File: src/rtl/uart_reg_master_if.sv
// Request/response bundle between a host and uart_reg_master.
//   req_valid/req_ready : request handshake, accepted when both are high
//   req_write           : 1 = register write, 0 = register read
//   req_addr            : register offset (CR=0 SR=1 DINL=2 DINH=3 DOUTL=4 DOUTH=5)
//   req_wdata           : write data
//   rsp_valid           : one-cycle completion pulse
//   rsp_data            : read data, 0 for writes and errors
//   rsp_err             : invalid address, reply timeout or framing error
// master = request issuer (host/bench), slave = uart_reg_master.
interface uart_reg_master_if;
  logic       req_valid;
  logic       req_ready;
  logic       req_write;
  logic [2:0] req_addr;
  logic [7:0] req_wdata;
  logic       rsp_valid;
  logic [7:0] rsp_data;
  logic       rsp_err;

  modport master (
    output req_valid, req_write, req_addr, req_wdata,
    input  req_ready, rsp_valid, rsp_data, rsp_err
  );

  modport slave (
    input  req_valid, req_write, req_addr, req_wdata,
    output req_ready, rsp_valid, rsp_data, rsp_err
  );
endinterface

File: src/rtl/uart_reg_master.sv
// Host-side initiator for the UART register-access protocol.
// A request is sent as an 8N1 command byte {write, 4'b0000, addr} on sout,
// followed by the data byte for writes. Reads then wait for a one-byte reply
// on sin, bounded by a timeout measured from the end of the command stop bit.
// Ports:
//   clk, rst : system clock, asynchronous active-high reset
//   bus      : request/response bundle (slave modport)
//   busy     : high whenever the transaction FSM is not idle
//   sout     : UART transmit line, idle high
//   sin      : UART receive line, asynchronous to clk
module uart_reg_master #(
  parameter int unsigned CLKS_PER_BIT   = 868,
  parameter int unsigned TIMEOUT_CYCLES = 20 * CLKS_PER_BIT
) (
  input  logic                 clk,
  input  logic                 rst,
  uart_reg_master_if.slave     bus,
  output logic                 busy,
  output logic                 sout,
  input  logic                 sin
);

  localparam int unsigned CW = $clog2(CLKS_PER_BIT);
  localparam int unsigned TW = $clog2(TIMEOUT_CYCLES + 1);

  localparam logic [CW-1:0] BIT_LAST  = CW'(CLKS_PER_BIT - 1);
  localparam logic [CW-1:0] HALF_LAST = CW'(CLKS_PER_BIT / 2 - 1);
  localparam logic [TW-1:0] TO_MAX    = TW'(TIMEOUT_CYCLES);
  localparam logic [TW-1:0] TO_LAST   = TW'(TIMEOUT_CYCLES - 1);

  typedef enum logic [2:0] {
    S_IDLE,
    S_TX_CMD,
    S_TX_DATA,
    S_RX_WAIT,
    S_RX_BYTE,
    S_RSP
  } state_t;

  state_t        state, state_d;
  logic [CW-1:0] bit_cnt;
  logic [3:0]    bit_idx;     // 0 = start, 1..8 = data, 9 = stop
  logic [7:0]    tx_shift;
  logic [7:0]    wdata_q;
  logic          is_write;
  logic [7:0]    rx_shift;
  logic [TW-1:0] to_cnt;
  logic          sin_meta, sin_sync, sin_prev;
  logic [7:0]    rsp_data_q;
  logic          rsp_err_q;

  logic accept, addr_ok, bit_end, frame_end, rx_edge;

  assign accept    = bus.req_valid && (state == S_IDLE);
  assign addr_ok   = (bus.req_addr <= 3'd5);
  assign bit_end   = (bit_cnt == BIT_LAST);
  assign frame_end = bit_end && (bit_idx == 4'd9);
  // sin_prev follows sin_sync in every state, so a line already low on
  // entry to RX_WAIT never produces an edge.
  assign rx_edge   = sin_prev && !sin_sync;

  always_ff @(posedge clk or posedge rst) begin
    if (rst) state <= S_IDLE;
    else     state <= state_d;
  end

  always_comb begin
    state_d = state;
    case (state)
      S_IDLE:
        if (accept) state_d = addr_ok ? S_TX_CMD : S_RSP;
      S_TX_CMD:
        if (frame_end) state_d = is_write ? S_TX_DATA : S_RX_WAIT;
      S_TX_DATA:
        if (frame_end) state_d = S_RSP;
      S_RX_WAIT:
        // The counter reaches TIMEOUT_CYCLES on the edge that leaves RX_WAIT.
        if (rx_edge)                 state_d = S_RX_BYTE;
        else if (to_cnt >= TO_LAST)  state_d = S_RSP;
      S_RX_BYTE:
        if (bit_idx == 4'd0) begin
          if (bit_cnt == HALF_LAST && sin_sync) state_d = S_RX_WAIT;
        end else if (bit_end && bit_idx == 4'd9) begin
          state_d = S_RSP;
        end
      S_RSP:
        state_d = S_IDLE;
      default:
        state_d = S_IDLE;
    endcase
  end

  always_ff @(posedge clk or posedge rst) begin
    if (rst) begin
      bit_cnt    <= '0;
      bit_idx    <= '0;
      tx_shift   <= '0;
      wdata_q    <= '0;
      is_write   <= 1'b0;
      rx_shift   <= '0;
      to_cnt     <= '0;
      sin_meta   <= 1'b1;
      sin_sync   <= 1'b1;
      sin_prev   <= 1'b1;
      rsp_data_q <= '0;
      rsp_err_q  <= 1'b0;
    end else begin
      sin_meta <= sin;
      sin_sync <= sin_meta;
      sin_prev <= sin_sync;
      case (state)
        S_IDLE: begin
          bit_cnt <= '0;
          bit_idx <= '0;
          if (accept) begin
            tx_shift <= {bus.req_write, 4'b0000, bus.req_addr};
            wdata_q  <= bus.req_wdata;
            is_write <= bus.req_write;
            if (!addr_ok) begin
              rsp_data_q <= '0;
              rsp_err_q  <= 1'b1;
            end
          end
        end
        S_TX_CMD, S_TX_DATA: begin
          to_cnt <= '0;
          if (bit_end) begin
            bit_cnt <= '0;
            if (bit_idx == 4'd9) begin
              bit_idx  <= '0;
              // Preload the data byte so a write continues with no idle gap.
              tx_shift <= wdata_q;
              if (state == S_TX_DATA) begin
                rsp_data_q <= '0;
                rsp_err_q  <= 1'b0;
              end
            end else begin
              bit_idx <= bit_idx + 4'd1;
              if (bit_idx != 4'd0) tx_shift <= tx_shift >> 1;
            end
          end else begin
            bit_cnt <= bit_cnt + CW'(1);
          end
        end
        S_RX_WAIT: begin
          bit_cnt <= '0;
          bit_idx <= '0;
          if (to_cnt != TO_MAX) to_cnt <= to_cnt + TW'(1);
          if (state_d == S_RSP) begin
            rsp_data_q <= '0;
            rsp_err_q  <= 1'b1;
          end
        end
        S_RX_BYTE: begin
          // Keeps running so a rejected glitch does not extend the timeout.
          if (to_cnt != TO_MAX) to_cnt <= to_cnt + TW'(1);
          if (bit_idx == 4'd0) begin
            if (bit_cnt == HALF_LAST) begin
              bit_cnt <= '0;
              bit_idx <= 4'd1;
            end else begin
              bit_cnt <= bit_cnt + CW'(1);
            end
          end else if (bit_end) begin
            bit_cnt <= '0;
            bit_idx <= bit_idx + 4'd1;
            if (bit_idx == 4'd9) begin
              rsp_data_q <= sin_sync ? rx_shift : 8'h00;
              rsp_err_q  <= !sin_sync;
            end else begin
              rx_shift <= {sin_sync, rx_shift[7:1]};
            end
          end else begin
            bit_cnt <= bit_cnt + CW'(1);
          end
        end
        default: ;
      endcase
    end
  end

  // Decoded from async-reset registers, so sout returns high as soon as rst rises.
  always_comb begin
    sout = 1'b1;
    if (state == S_TX_CMD || state == S_TX_DATA) begin
      if (bit_idx == 4'd0)      sout = 1'b0;
      else if (bit_idx != 4'd9) sout = tx_shift[0];
    end
  end

  assign bus.req_ready = (state == S_IDLE);
  assign bus.rsp_valid = (state == S_RSP);
  assign bus.rsp_data  = rsp_data_q;
  assign bus.rsp_err   = rsp_err_q;
  assign busy          = (state != S_IDLE);

endmodule
File: src/flat_wrapper.sv
// flat-port wrapper written by rule: the top's interface ports become plain ports
module uart_reg_master_flat 
#(
  parameter int unsigned CLKS_PER_BIT   = 868,
  parameter int unsigned TIMEOUT_CYCLES = 20 * CLKS_PER_BIT
)
  (clk, rst, busy, sout, sin, bus_req_valid, bus_req_write, bus_req_addr, bus_req_wdata, bus_req_ready, bus_rsp_valid, bus_rsp_data, bus_rsp_err);
  uart_reg_master_if bus_i ();
  input  logic clk;
  input  logic rst;
  output logic busy;
  output logic sout;
  input  logic sin;
  input wire logic [$bits(bus_i.req_valid)-1:0] bus_req_valid;
  input wire logic [$bits(bus_i.req_write)-1:0] bus_req_write;
  input wire logic [$bits(bus_i.req_addr)-1:0] bus_req_addr;
  input wire logic [$bits(bus_i.req_wdata)-1:0] bus_req_wdata;
  output wire logic [$bits(bus_i.req_ready)-1:0] bus_req_ready;
  output wire logic [$bits(bus_i.rsp_valid)-1:0] bus_rsp_valid;
  output wire logic [$bits(bus_i.rsp_data)-1:0] bus_rsp_data;
  output wire logic [$bits(bus_i.rsp_err)-1:0] bus_rsp_err;
  assign bus_i.req_valid = bus_req_valid;
  assign bus_i.req_write = bus_req_write;
  assign bus_i.req_addr = bus_req_addr;
  assign bus_i.req_wdata = bus_req_wdata;
  assign bus_req_ready = bus_i.req_ready;
  assign bus_rsp_valid = bus_i.rsp_valid;
  assign bus_rsp_data = bus_i.rsp_data;
  assign bus_rsp_err = bus_i.rsp_err;
  uart_reg_master #(.CLKS_PER_BIT(CLKS_PER_BIT), .TIMEOUT_CYCLES(TIMEOUT_CYCLES)) u_core (.clk(clk), .rst(rst), .bus(bus_i), .busy(busy), .sout(sout), .sin(sin));
endmodule
File: config.mk
export PLATFORM = sky130hd
export DESIGN_NAME = uart_reg_master_flat
export DESIGN_NICKNAME = d
export VERILOG_FILES = /design/src/rtl/uart_reg_master_if.sv /design/src/rtl/uart_reg_master.sv /design/src/flat_wrapper.sv
export SDC_FILE = /design/constraint.sdc
export NUM_CORES = 1
export LEC_CHECK = 0
export BUFFER_PORTS_ARGS = -buffer_cell sky130_fd_sc_hd__buf_2
export CORE_AREA = 2 2 96 108
export CTS_CLUSTER_SIZE = 14
export DETAILED_ROUTE_END_ITERATION = 16
export DIE_AREA = 0 0 98 110
export HOLD_SLACK_MARGIN = 0.12
export PLACE_DENSITY = 0.54
export SYNTH_ARGS = -nofsm -noshare
export SYNTH_HDL_FRONTEND = slang
export SYNTH_SLANG_ARGS = --single-unit
File: constraint.sdc
create_clock -name clk -period 2.8 [get_ports clk]
set_input_delay 0.56 -clock clk [delete_from_list [all_inputs] [get_ports clk]]
set_output_delay 0.56 -clock clk [all_outputs]
set_load 0.1 [all_outputs]
==> results.txt <==
Layout cells sized above 1 - 18.4%
Nets - 425
Netlist cell types - 64
Cell Pwr Density - 957 mW/mm2
TritonCTS buffer count - 9
Crit path max-delay family - simple AND/OR/NAND/NOR gates
Worst Skew - 12.5 ps
Post-synthesis cell count - 370
Largest net degree at the start of global routing - 39
Critical path arrival - 2080 ps
Synth Area in Compound Gates - 11.9%
Max incr delay on CP - 540 ps
GRT overflow - 0
Number of buffer and inverter stages on the critical path - 2
P&R area growth vs syn - 13.7%
First-pass GRT wire length - 13,800 um
Setup Crit Path Kind - flip-flop to output pin
Post-layout min period - 2640 ps
Synth Area in Simple Gates - 20.8%
Crit start category - flip-flop
#FFs+latches synth - 69
Worst VDD drop - 0.000781 V
CTS Hold Buffers Added - 0
DR vias/cell - 5.32
Fin util - 43.6%
CTS clk-pin slew, worst paths - 80 ps
Die Width - 98 um
Setup_tns - 0 ps
Starting Density - 38.4%
Final Cycle Share - 94.4%
IO Count - 29
Top cells by area in the synthesized netlist - dfrtp_1 (45%), mux2i_1 (5.1%), nand2_1 (4.5%)
DRT iter0 DRCs - 111
Number of flops mapped to enable cells by yosys - 0
Worst endpoint required time - 2240 ps
IO Port Bufs - 28
Root buffer cell - clkbuf_8
Cell taking the most area after synthesis - dfrtp_1
Async set-reset flop share out of synthesis - 100%
Vias after detailed routing - 2,802
Worst setup EP type - output pin
Worst Max-Slew Pin Slew - 697 ps
CTS tree - built
N_diodes - 0
Wire per inst - 15.0 um
Max Clock Freq - 378 MHz
Post-DP HPWL - 5530 um
RSZ-0062 raised after global routing - no
Routability Congestion - 0.834
Most frequent cells in the layout - dfrtp_1 (66), nand2_1 (44), buf_2 (28), nor2_1 (26), inv_1 (20)
ANT nets after route - 0
Post-Synth Adder-Cell Area - 2.36%
DR DRC count - 0
Final Slew Violations - 0
Setup violations, final - 0
Die Area - 0.0108 mm2
Final WL - 7920 um
First-pass detailed-route iteration total - 4
TritonCTS Sinks - 69
Hold WS - 299 ps
Synthesis warning total - 0
Outcome - finished clean
Cell Area, Synth - 0.00371 mm2
H-tree depth - 3
Total Power - 4.03 mW
Syn nets - 393
Core area - 0.00965 mm2
# Max-Cap Violations - 0
Mux cell area share after synthesis - 10.7%
Critical path's slowest cell - dfrtp_1
Leakage power - 1.97 nW
Vias in the first global route - 2,866
Xor and xnor fraction of the mapped netlist area - 3.31%
Clk Latency, worst-skew pair - 350 ps
Initial antenna violation count - 0
Row Count - 38
Area share of the largest cell type after synthesis - 44.6%
Fin. Hold Viols - 0
Main combinational cell family by area after synthesis - simple AND/OR/NAND/NOR gates
CP max FO - 14
Avg Synthesized Cell Area - 10.0 um2
Commonest non-fill, non-tap cell in the layout - dfrtp_1
Relative slew slack - 53.4%
Hold Path Class - input port to flip-flop
Setup repair bufs after CTS - 0
Max Root-Sink Buffers - 2
Die Ht - 110 um
Register area share after synthesis - 46.7%
CTS resizes - 0
Critical-path cell list - nor2_1, nand2_1, inv_1, buf_2
GRT Total Usage - 16.1%
Top_reg_cell synth - dfrtp_1
worst reg2reg max path, delay by kind of cell (launching register included):
family	cells	cell delay [ps]
adders and majority gates	1	160
and+or+nand+nor	3	1010
buffers and inverters	1	110
muxes	1	250
AOI/OAI and AO/OA	1	450
DFF	1	410
metrics by stage:
step / area [um2] / worst slack, ps / instances
detailed placement: 4010 / 307 / 511
CTS: 4210 / 171 / 527
floorplan: 3710 / 35.4 / 370
global route: 4210 / 24.9 / 527
global placement: 4010 / 382 / 511
finish: 4210 / 157 / 527
path summary, 6_finish.rpt:
kind	startpoint	to	slack, ps	cells after the start
max in group asynchronous	rst	u_core.sin_prev$_DFF_PP1_	1790	3
worst min-delay path	sin	u_core.sin_meta$_DFF_PP1_	300	1
worst max-delay path	u_core.state[1]$_DFF_PP0_	bus_req_ready	160	4
worst min register to register	u_core.sin_meta$_DFF_PP1_	u_core.sin_sync$_DFF_PP1_	360	0
worst max register to register	u_core.bit_idx[0]$_DFFE_PP0P_	u_core.bit_idx[1]$_DFFE_PP0P_	340	7
min in group asynchronous	rst	u_core.bus.rsp_data[4]$_DFFE_PP0P_	310	2
area by class of cell:
class,count,area [um2]
clock inverter,3,43.8
inverter,21,78.8
multi-input combinational,263,1820
timing repair buffer,38,228
tap,120,150
fill,959,5440
sequential,69,1730
clock buffer,13,159
power breakdown:
| group | leakage (nW) | total, mW | internal [mW] | switching, mW |
|---|---|---|---|---|
| Sequential | 0.903 | 1.41 | 1.24 | 0.167 |
| Combinational | 0.960 | 1.79 | 0.508 | 1.28 |
| Clock | 0.104 | 0.835 | 0.461 | 0.374 |
| Total | 1.97 | 4.03 | 2.21 | 1.82 |
Yosys cell counts, types with 3 or more instances:
| library cell | n |
|---|---|
| a21o_1 | 4 |
| nor3_1 | 6 |
| mux2_1 | 8 |
| nand2b_1 | 4 |
| a21oi_1 | 8 |
| buf_2 | 3 |
| ha_1 | 7 |
| nand2_1 | 44 |
| inv_1 | 21 |
| dfrtp_1 | 66 |
| o21ai_0 | 8 |
| nor2_1 | 26 |
| xor2_1 | 12 |
| a211oi_1 | 4 |
| o22ai_1 | 3 |
| clkbuf_1 | 12 |
| mux2_2 | 9 |
| nor2b_1 | 3 |
| nor4_1 | 3 |
| and3_1 | 6 |
| nand3_1 | 17 |
| nand4_1 | 7 |
| o31ai_1 | 4 |
| a31oi_1 | 4 |
| dfstp_2 | 3 |
| o21ai_1 | 5 |
| nor3b_1 | 4 |
| o311ai_1 | 3 |
| mux2i_1 | 19 |
sequential cells by signal, indices dropped and copies added (netlist names):
name                 flops
u_core.sin_prev          1
u_core.tx_shift          8
u_core.bit_idx           4
u_core.to_cnt           15
u_core.rx_shift          8
u_core.state             3
u_core.sin_sync          1
u_core.sin_meta          1
u_core.is_write          1
u_core.wdata_q           8
u_core.bit_cnt          10
u_core.bus.rsp_err       1
u_core.bus.rsp_data      8
logic make-up after synthesis:
kind of cell / after synthesis
compound gates: 62
fa+ha+maj: 7
mux: 37
simple gates: 143
flops: 69
buf+inv: 38
xor+xnor: 14
per-layer routing:
layer / GRT usage (%) / part of all wire (%)
met1: 20.9 / 48
met2: 26.3 / 47
met3: 4.04 / 3.3
met4: 6.25 / 1.1
met5: 0 / 0
(Power assumes the default switching activity.)
